**config.mk**
```make
export PLATFORM = sky130hd
export DESIGN_NAME = seg7_bin_encoder_scan
export DESIGN_NICKNAME = d
export VERILOG_FILES = /design/src/rtl/seg7_bin_encoder_scan.sv
export SDC_FILE = /design/constraint.sdc
export NUM_CORES = 1
export LEC_CHECK = 0
export ABC_AREA = 1
export ABC_CLOCK_PERIOD_IN_PS = 2500
export CORE_MARGIN = 2
export CORE_UTILIZATION = 30
export CTS_CLUSTER_DIAMETER = 50
export CTS_CLUSTER_SIZE = 16
export DETAILED_ROUTE_END_ITERATION = 6
export RECOVER_POWER = 25
export SLEW_MARGIN = 20
export SYNTH_ARGS = -nofsm -noshare
export SYNTH_HDL_FRONTEND = slang
export SYNTH_SLANG_ARGS = --single-unit
```
**constraint.sdc**
```tcl
create_clock -name clk -period 2.5 [get_ports clk]
set_input_delay 0.5 -clock clk [delete_from_list [all_inputs] [get_ports clk]]
set_output_delay 0.5 -clock clk [all_outputs]
set_load 0.01 [all_outputs]
```
**src/rtl/seg7_bin_encoder_scan.sv**
```systemverilog
// seg7_bin_encoder_scan: binary-to-BCD (double-dabble) to 7-seg encoder with a one-hot digit scanner.
// Optional macro LEADING_ZERO_BLANK_EN blanks digits above the highest nonzero one.
module seg7_bin_encoder_scan #(
  parameter int N_DIGITS = 4,
  parameter int VAL_W    = 14,
  parameter int SCAN_DIV = 1000
) (
  input  logic                  clk,
  input  logic                  rst,
  input  logic                  in_valid,
  output logic                  in_ready,
  input  logic [VAL_W-1:0]      in_value,
  output logic [8*N_DIGITS-1:0] seg_word,
  output logic                  ovf,
  output logic                  busy,
  output logic [7:0]            seg_out,
  output logic [N_DIGITS-1:0]   dig_sel
);
  localparam int BW = 4 * N_DIGITS;
  localparam int CW = $clog2(VAL_W + 1);
  localparam int PW = SCAN_DIV > 1 ? $clog2(SCAN_DIV) : 1;
  localparam int IW = N_DIGITS > 1 ? $clog2(N_DIGITS) : 1;

  typedef enum logic [1:0] {IDLE, CONV, LOAD} state_t;

  state_t                state_q, state_d;
  logic [VAL_W-1:0]      bin_q, bin_d;
  logic [BW-1:0]         bcd_q, bcd_d, adj;
  logic                  cout_q, cout_d;
  logic [CW-1:0]         cnt_q, cnt_d;
  logic [8*N_DIGITS-1:0] seg_q, seg_d, enc;
  logic                  ovf_q, ovf_d;
  logic [PW-1:0]         pre_q, pre_d;
  logic [IW-1:0]         idx_q, idx_d;
`ifdef LEADING_ZERO_BLANK_EN
  logic                  blank;
`endif

  function automatic logic [7:0] code(input logic [3:0] n);
    case (n)
      4'd0: code = 8'h3F;
      4'd1: code = 8'h06;
      4'd2: code = 8'h5B;
      4'd3: code = 8'h4F;
      4'd4: code = 8'h66;
      4'd5: code = 8'h6D;
      4'd6: code = 8'h7D;
      4'd7: code = 8'h07;
      4'd8: code = 8'h7F;
      4'd9: code = 8'h6F;
      default: code = 8'h00;
    endcase
  endfunction

  always_comb begin
    state_d = state_q;
    bin_d   = bin_q;
    bcd_d   = bcd_q;
    cout_d  = cout_q;
    cnt_d   = cnt_q;
    seg_d   = seg_q;
    ovf_d   = ovf_q;
    adj     = bcd_q;
    enc     = '0;
`ifdef LEADING_ZERO_BLANK_EN
    blank   = 1'b1;
`endif
    for (int i = 0; i < N_DIGITS; i++)
      adj[4*i+:4] = bcd_q[4*i+:4] >= 4'd5 ? bcd_q[4*i+:4] + 4'd3 : bcd_q[4*i+:4];
    // Walk from the most significant digit so blanking stops at the first nonzero one.
    for (int i = N_DIGITS - 1; i >= 0; i--) begin
`ifdef LEADING_ZERO_BLANK_EN
      if (bcd_q[4*i+:4] != 4'd0 || i == 0) blank = 1'b0;
      enc[8*i+:8] = blank ? 8'h00 : code(bcd_q[4*i+:4]);
`else
      enc[8*i+:8] = code(bcd_q[4*i+:4]);
`endif
    end
    case (state_q)
      IDLE: if (in_valid) begin
        bin_d   = in_value;
        bcd_d   = '0;
        cout_d  = 1'b0;
        cnt_d   = CW'(VAL_W);
        state_d = CONV;
      end
      CONV: begin
        {bcd_d, bin_d} = {adj[BW-2:0], bin_q, 1'b0};
        cout_d  = cout_q | adj[BW-1];
        cnt_d   = cnt_q - 1'b1;
        state_d = cnt_q == CW'(1) ? LOAD : CONV;
      end
      LOAD: begin
        seg_d   = cout_q ? {N_DIGITS{8'h40}} : enc;
        ovf_d   = cout_q;
        state_d = IDLE;
      end
      default: state_d = IDLE;
    endcase
    pre_d = pre_q == PW'(SCAN_DIV - 1) ? '0 : pre_q + 1'b1;
    idx_d = pre_q != PW'(SCAN_DIV - 1) ? idx_q : idx_q == IW'(N_DIGITS - 1) ? '0 : idx_q + 1'b1;
  end

  always_ff @(posedge clk or posedge rst) begin
    if (rst) begin
      state_q <= IDLE;
      bin_q   <= '0;
      bcd_q   <= '0;
      cout_q  <= 1'b0;
      cnt_q   <= '0;
      seg_q   <= '0;
      ovf_q   <= 1'b0;
      pre_q   <= '0;
      idx_q   <= '0;
    end else begin
      state_q <= state_d;
      bin_q   <= bin_d;
      bcd_q   <= bcd_d;
      cout_q  <= cout_d;
      cnt_q   <= cnt_d;
      seg_q   <= seg_d;
      ovf_q   <= ovf_d;
      pre_q   <= pre_d;
      idx_q   <= idx_d;
    end
  end

  assign in_ready = state_q == IDLE;
  assign busy     = state_q != IDLE;
  assign seg_word = seg_q;
  assign ovf      = ovf_q;
  assign dig_sel  = N_DIGITS'(1) << idx_q;
  assign seg_out  = 8'(seg_q >> {idx_q, 3'b000});
endmodule

```
**Word-level counts from Yosys, hierarchy flattened**

Memory sizes are Yosys's and may differ from the RTL's.
Cells that the tools add are included.
Widths: inputs -> output; s select.

- Bits of input ports: 17
- Memories kept: 4
- Word-level logic and storage cells: 56
- ROM bits: 448
- Output and inout bits: 47
- Register bits after elaboration: 82

- Shift operators: 2
- Add/sub/neg operators: 7
- Order comparisons: 4
- Equality and inequality tests: 7
- Bitwise operators: 1
- Mux-type cells: 18
- Reductions and logical operators: 4

Memory list:

| memory | words | width | read ports | clocked after Yosys merged registers in | wr ports | line | source |
|---|---|---|---|---|---|---|---|
| (name not given) | 16 | 7 | 1 | 0 | 0 | 40 | `case (n)` |
| (name not given) | 16 | 7 | 1 | 0 | 0 | 40 |  |
| (name not given) | 16 | 7 | 1 | 0 | 0 | 40 |  |
| (name not given) | 16 | 7 | 1 | 0 | 0 | 40 |  |

Operators by type and width:

| cell | number |
|---|---|
| $mux 32 | 1 |
| $pmux 16 s2 | 1 |
| $shr 32x5->8 | 1 |
| $pmux 14 s2 | 1 |
| $mux 4 | 5 |
| $add 4x2->4 const B | 4 |
| $ge 4x3->1 const B | 4 |
| $mux 16 | 1 |
| $mux 14 | 1 |
| $add 10x1->10 const B | 1 |
| $eq 10x10->1 const B | 1 |
| $mux 10 | 1 |
| $ne 10x10->1 const B | 1 |
| $pmux 4 s2 | 1 |
| $mux 2 | 3 |
| $eq 2x2->1 const B | 2 |
| $eq 4x1->1 const B | 1 |
| $pmux 2 s2 | 1 |
| $reduce_bool 2->1 | 2 |
| $shl 1x2->4 const A | 1 |
| $sub 4x1->4 const B | 1 |
| $add 2x1->2 const B | 1 |
| $eq 2x1->1 const B | 1 |
| $logic_not 2->1 | 1 |
| other kinds (5) | 5 |

**Depth between registers and ports, before layout**

- Depth after elaboration: 4
- Depth in mapped cells: 9
- Depth with buffers taken out: 9

**Least setup slack after synthesis**

OpenSTA, ideal clock, no wires.

- Path kind: reg-to-output
- Start point: register idx_q[0]
- End point: output seg_out[4]
- Data required time: 2.000 ns
- Slack: 0.963 ns
- Arrival time: 1.037 ns
- Buffers on the path: 1
- Cell stages (with the launch flop): 5
- Cell sequence: dfrtp_1 > inv_1 > buf_2 > nor2_1 > o22ai_1

- Longest elaborated chain between the ends: 1

RTL lines:

| element | line | source |
|---|---|---|
| start: declaration | 34 | `logic [IW-1:0] idx_q, idx_d;` |
| start signal: assignment | 124 | `idx_q <= idx_d;` |
| $shr 32x5->8 | 133 | `assign seg_out = 8'(seg_q >> {idx_q, 3'b000});` |
| end: declaration | 16 | `output logic [7:0] seg_out,` |

Every way passes these cells.

**Worst setup path in the final report**

- Start point: register idx_q[0]
- End point: output seg_out[1]

Same word-level chain as after synthesis.

==> impl_results.md <==
* Status: finished clean
* TNS Setup at 0 ns
* IO Pins at 64
* Mapped Area at 4440 µm²
* Post-synth ARST share at 100%
* Max Slew Vio Count at 0
* Clk pin slew, worst setup/hold paths at 0.06 ns
* DR pass1 iterations at 5
* Critical path's top delay family: buffers and inverters
* Synth cell types at 31
* HP Class: flop to flop
* Fin Clk Skew at 0.00465 ns
* Worst rel slew slack at 40.4%
* Setup slack at placement at 0.461 ns
* Vias in the first global route at 3,541
* Worst R2R Path Depth at 5
* Worst flop-to-flop path startpoint: state_q[0]
* Post-synth EDFFs at 0
* # setup viols final at 0
* Area of the multi-input gates at 2100 µm²
* Reg area at 1950 µm²
* First-pass GRT wire length at 17,900 µm
* Register area share after synthesis at 44.0%
* WL/cell at 13.0 µm
* Hold Fails Final Rpt at 0
* Tot GR Track Use at 13.9%
* Primary FF master, synth: dfrtp_1
* Maxcap violations at 0
* Clock Latency Late Sink at 0.33 ns
* Row cnt at 44
* Clock Root Buffer: clkbuf_16
* Share of layout cells above drive strength 1 at 5.21%
* Inserted Clock Buffers at 9
* Critical path required time at 2.00 ns
* Worst setup SP type: flop
* End of the worst hold path: bin_q[0]
* Antenna violations before repair at 0
* Worst setup margin at 0.102 ns
* Die Wd at 126 µm
* GPL Wtd Cong at 0.846
* Port Buffer Count at 58
* Kind of critical path: flop to output port
* Pwr Density at 1110 nW/µm²
* Fmax at 417 MHz
* Hpwl dp at 7980 µm
* WP buf/inv at 2
* Synth area leaders: dfrtp_1 (44%), nand2_1 (15%), ha_1 (7.6%), nand3_1 (6.3%), o21ai_0 (5.6%)
* Clock sink count at 78
* Post-route DRC at 0
* Antenna viol nets, final at 0
* Synth-to-layout area growth at 22.6%
* Mean post-synth cell area at 7.72 µm²
* Peak supply drop at 0.469 mV
* FF-to-FF setup slack at 0.99 ns
* Total gr overflow at 0
* Yosys reg bits at 78
* Cell taking the most area after synthesis: dfrtp_1
* H-tree depth at 3
* Cell count after synthesis at 575
* Pleak at 2.74 nW
* Warnings, synthesis at 0
* Hold path startpoint: bin_q[0]
* Fill cells at 1,478
* Initial core utilization at 30.6%
* Vias at 3,863
* ANT cells at 0
* RSZ-0062 raised after global routing: no
* CP arrival at 1.90 ns
* Yosys top cell area share at 44.0%
* Crit-path max cell delay at 0.57 ns
* Nets at 673
* Die Y at 126 µm
* Fin crit period at 2.40 ns
* CTS Buffer Depth at 2
* Die ar. at 15,800 µm²
* CP Capture Type: output port
* CTS tree: done
* Drt via density at 4.72
* Final period util at 95.9%
* Worst-Margin Slew at 0.894 ns
* Core Area at 14,500 µm²
* Pin count of the biggest net entering global routing at 37
* Critical path's slowest cell: clkdlybuf4s50_1
* Cts hold-fix bufs at 0
* Crit-path max FO at 16
* CP cell instances: inv_1, o21ai_0, o22ai_1, clkdlybuf4s50_1
* Worst hold path depth at 2
* Routed WL at 10,600 µm
* R2r endpoint: seg_word[22]
* Drt initial violations at 296
==> cell families after synthesis <==
group | count (synthesis) | synth area share (%)
xor gates and xnor gates | 2 | 0.395
adders and majority gates | 27 | 7.61
other | 1 | 0.0845
DFF | 78 | 44.0
AOI/OAI and AO/OA | 73 | 8.88
buffers and inverters | 82 | 8.91
and+or+nand+nor | 312 | 30.1
==> final cells by class <==
class,instances,share of cell area [%]
multi-input combinational,419,38.7
sequential,78,35.9
timing repair buffer,62,11.4
clock buffer,11,4.65
tap,184,4.23
inverter,59,4.12
clock inverter,5,1.06
==> worst max-delay path by stage <==
stage	start	end	slack (ns)	depth (start not counted)
finish	idx_q[0]	seg_out[1]	0.10	4
CTS	idx_q[1]	seg_out[1]	0.1	4
detailed placement	idx_q[0]	seg_out[1]	0.46	4
global route	idx_q[0]	seg_out[6]	0.01	4
global placement	idx_q[0]	seg_out[1]	0.56	4
floorplan	rst	bcd_q[0]	0.005	1
==> flip-flops by register name, indices dropped and copies added, names as in the netlist <==
| name | count |
|---|---|
| seg_word | 28 |
| idx_q | 2 |
| cnt_q | 4 |
| cout_q | 1 |
| bcd_q | 16 |
| bin_q | 14 |
| pre_q | 10 |
| ovf | 1 |
| state_q | 2 |
==> per-stage QoR <==
step | power [mW] | area (µm²) | utilization (%) | hold WS (ns) | instances
6_report | 6.06 | 5440 | 37.6 | 0.474 | 818
5_1_grt | 6.60 | 5440 | 37.6 | 0.504 | 818
4_1_cts | 6.12 | 5470 | 37.8 | 0.481 | 818
3_5_place_dp | 4.77 | 5160 | 35.6 | 0.466 | 802
3_3_place_gp | 4.70 | 5160 | 35.6 | 0.456 | 802
2_1_floorplan | 3.90 | 4450 | - | 0.442 | 579
==> worst register-to-register path, stage by stage, from the launching register on <==
cell and delay, ns:
dfrtp_1 0.43, inv_2 0.08, nand2_4 0.30, inv_1 0.22, nand2_1 0.25, nand3_1 0.11
==> timing repair <==
action	in CTS	in global routing
gates resized for setup	0	1
endpoints found under the setup margin	0	1
setup buffers	0	0
==> power by group <==
group	switching (mW)	internal [mW]	leakage, nW
Sequential	0.458	1.66	0.995
Clock	0.506	0.825	0.144
Combinational	1.54	1.08	1.60
==> cell usage after synthesis (2+ instances only) <==
| library cell | number |
|---|---|
| nand2_1 | 179 |
| dfrtp_1 | 78 |
| inv_1 | 56 |
| nand3_1 | 56 |
| nor2_1 | 51 |
| o21ai_0 | 50 |
| ha_1 | 27 |
| buf_4 | 10 |
| o22ai_1 | 9 |
| nand4_1 | 7 |
| nor3_1 | 7 |
| buf_2 | 6 |
| buf_6 | 5 |
| o21ai_1 | 5 |
| a21oi_1 | 4 |
| a22o_1 | 4 |
| nand3_2 | 3 |
| clkbuf_2 | 2 |
| inv_2 | 2 |
| nand2_2 | 2 |
| nor3b_1 | 2 |
==> cells in the final DEF (no fill, tap or decap), types with 3 or more instances in the layout <==
cell type and count:
a21oi_1 4, a22o_1 4, clkbuf_16 9, clkdlybuf4s50_1 57
clkinvlp_4 3, conb_1 5, dfrtp_1 78, ha_1 27
inv_1 55, inv_2 3, nand2_1 179, nand3_1 56
nand3_2 3, nand4_1 7, nor2_1 51, nor3_1 7
o21ai_0 50, o21ai_1 5, o22ai_1 9
==> layer usage <==
metal / GRT usage (%) / routed length [µm] / vias to the layer above
li1: - / - / 1945
met1: 19.9 / 5340 / 1806
met2: 21.7 / 4730 / 105
met3: 2.85 / 475 / 7
met4: 3.01 / 87 / 0
met5: 0 / 0 / -
No activity file was read; power rests on OpenSTA's default activity.
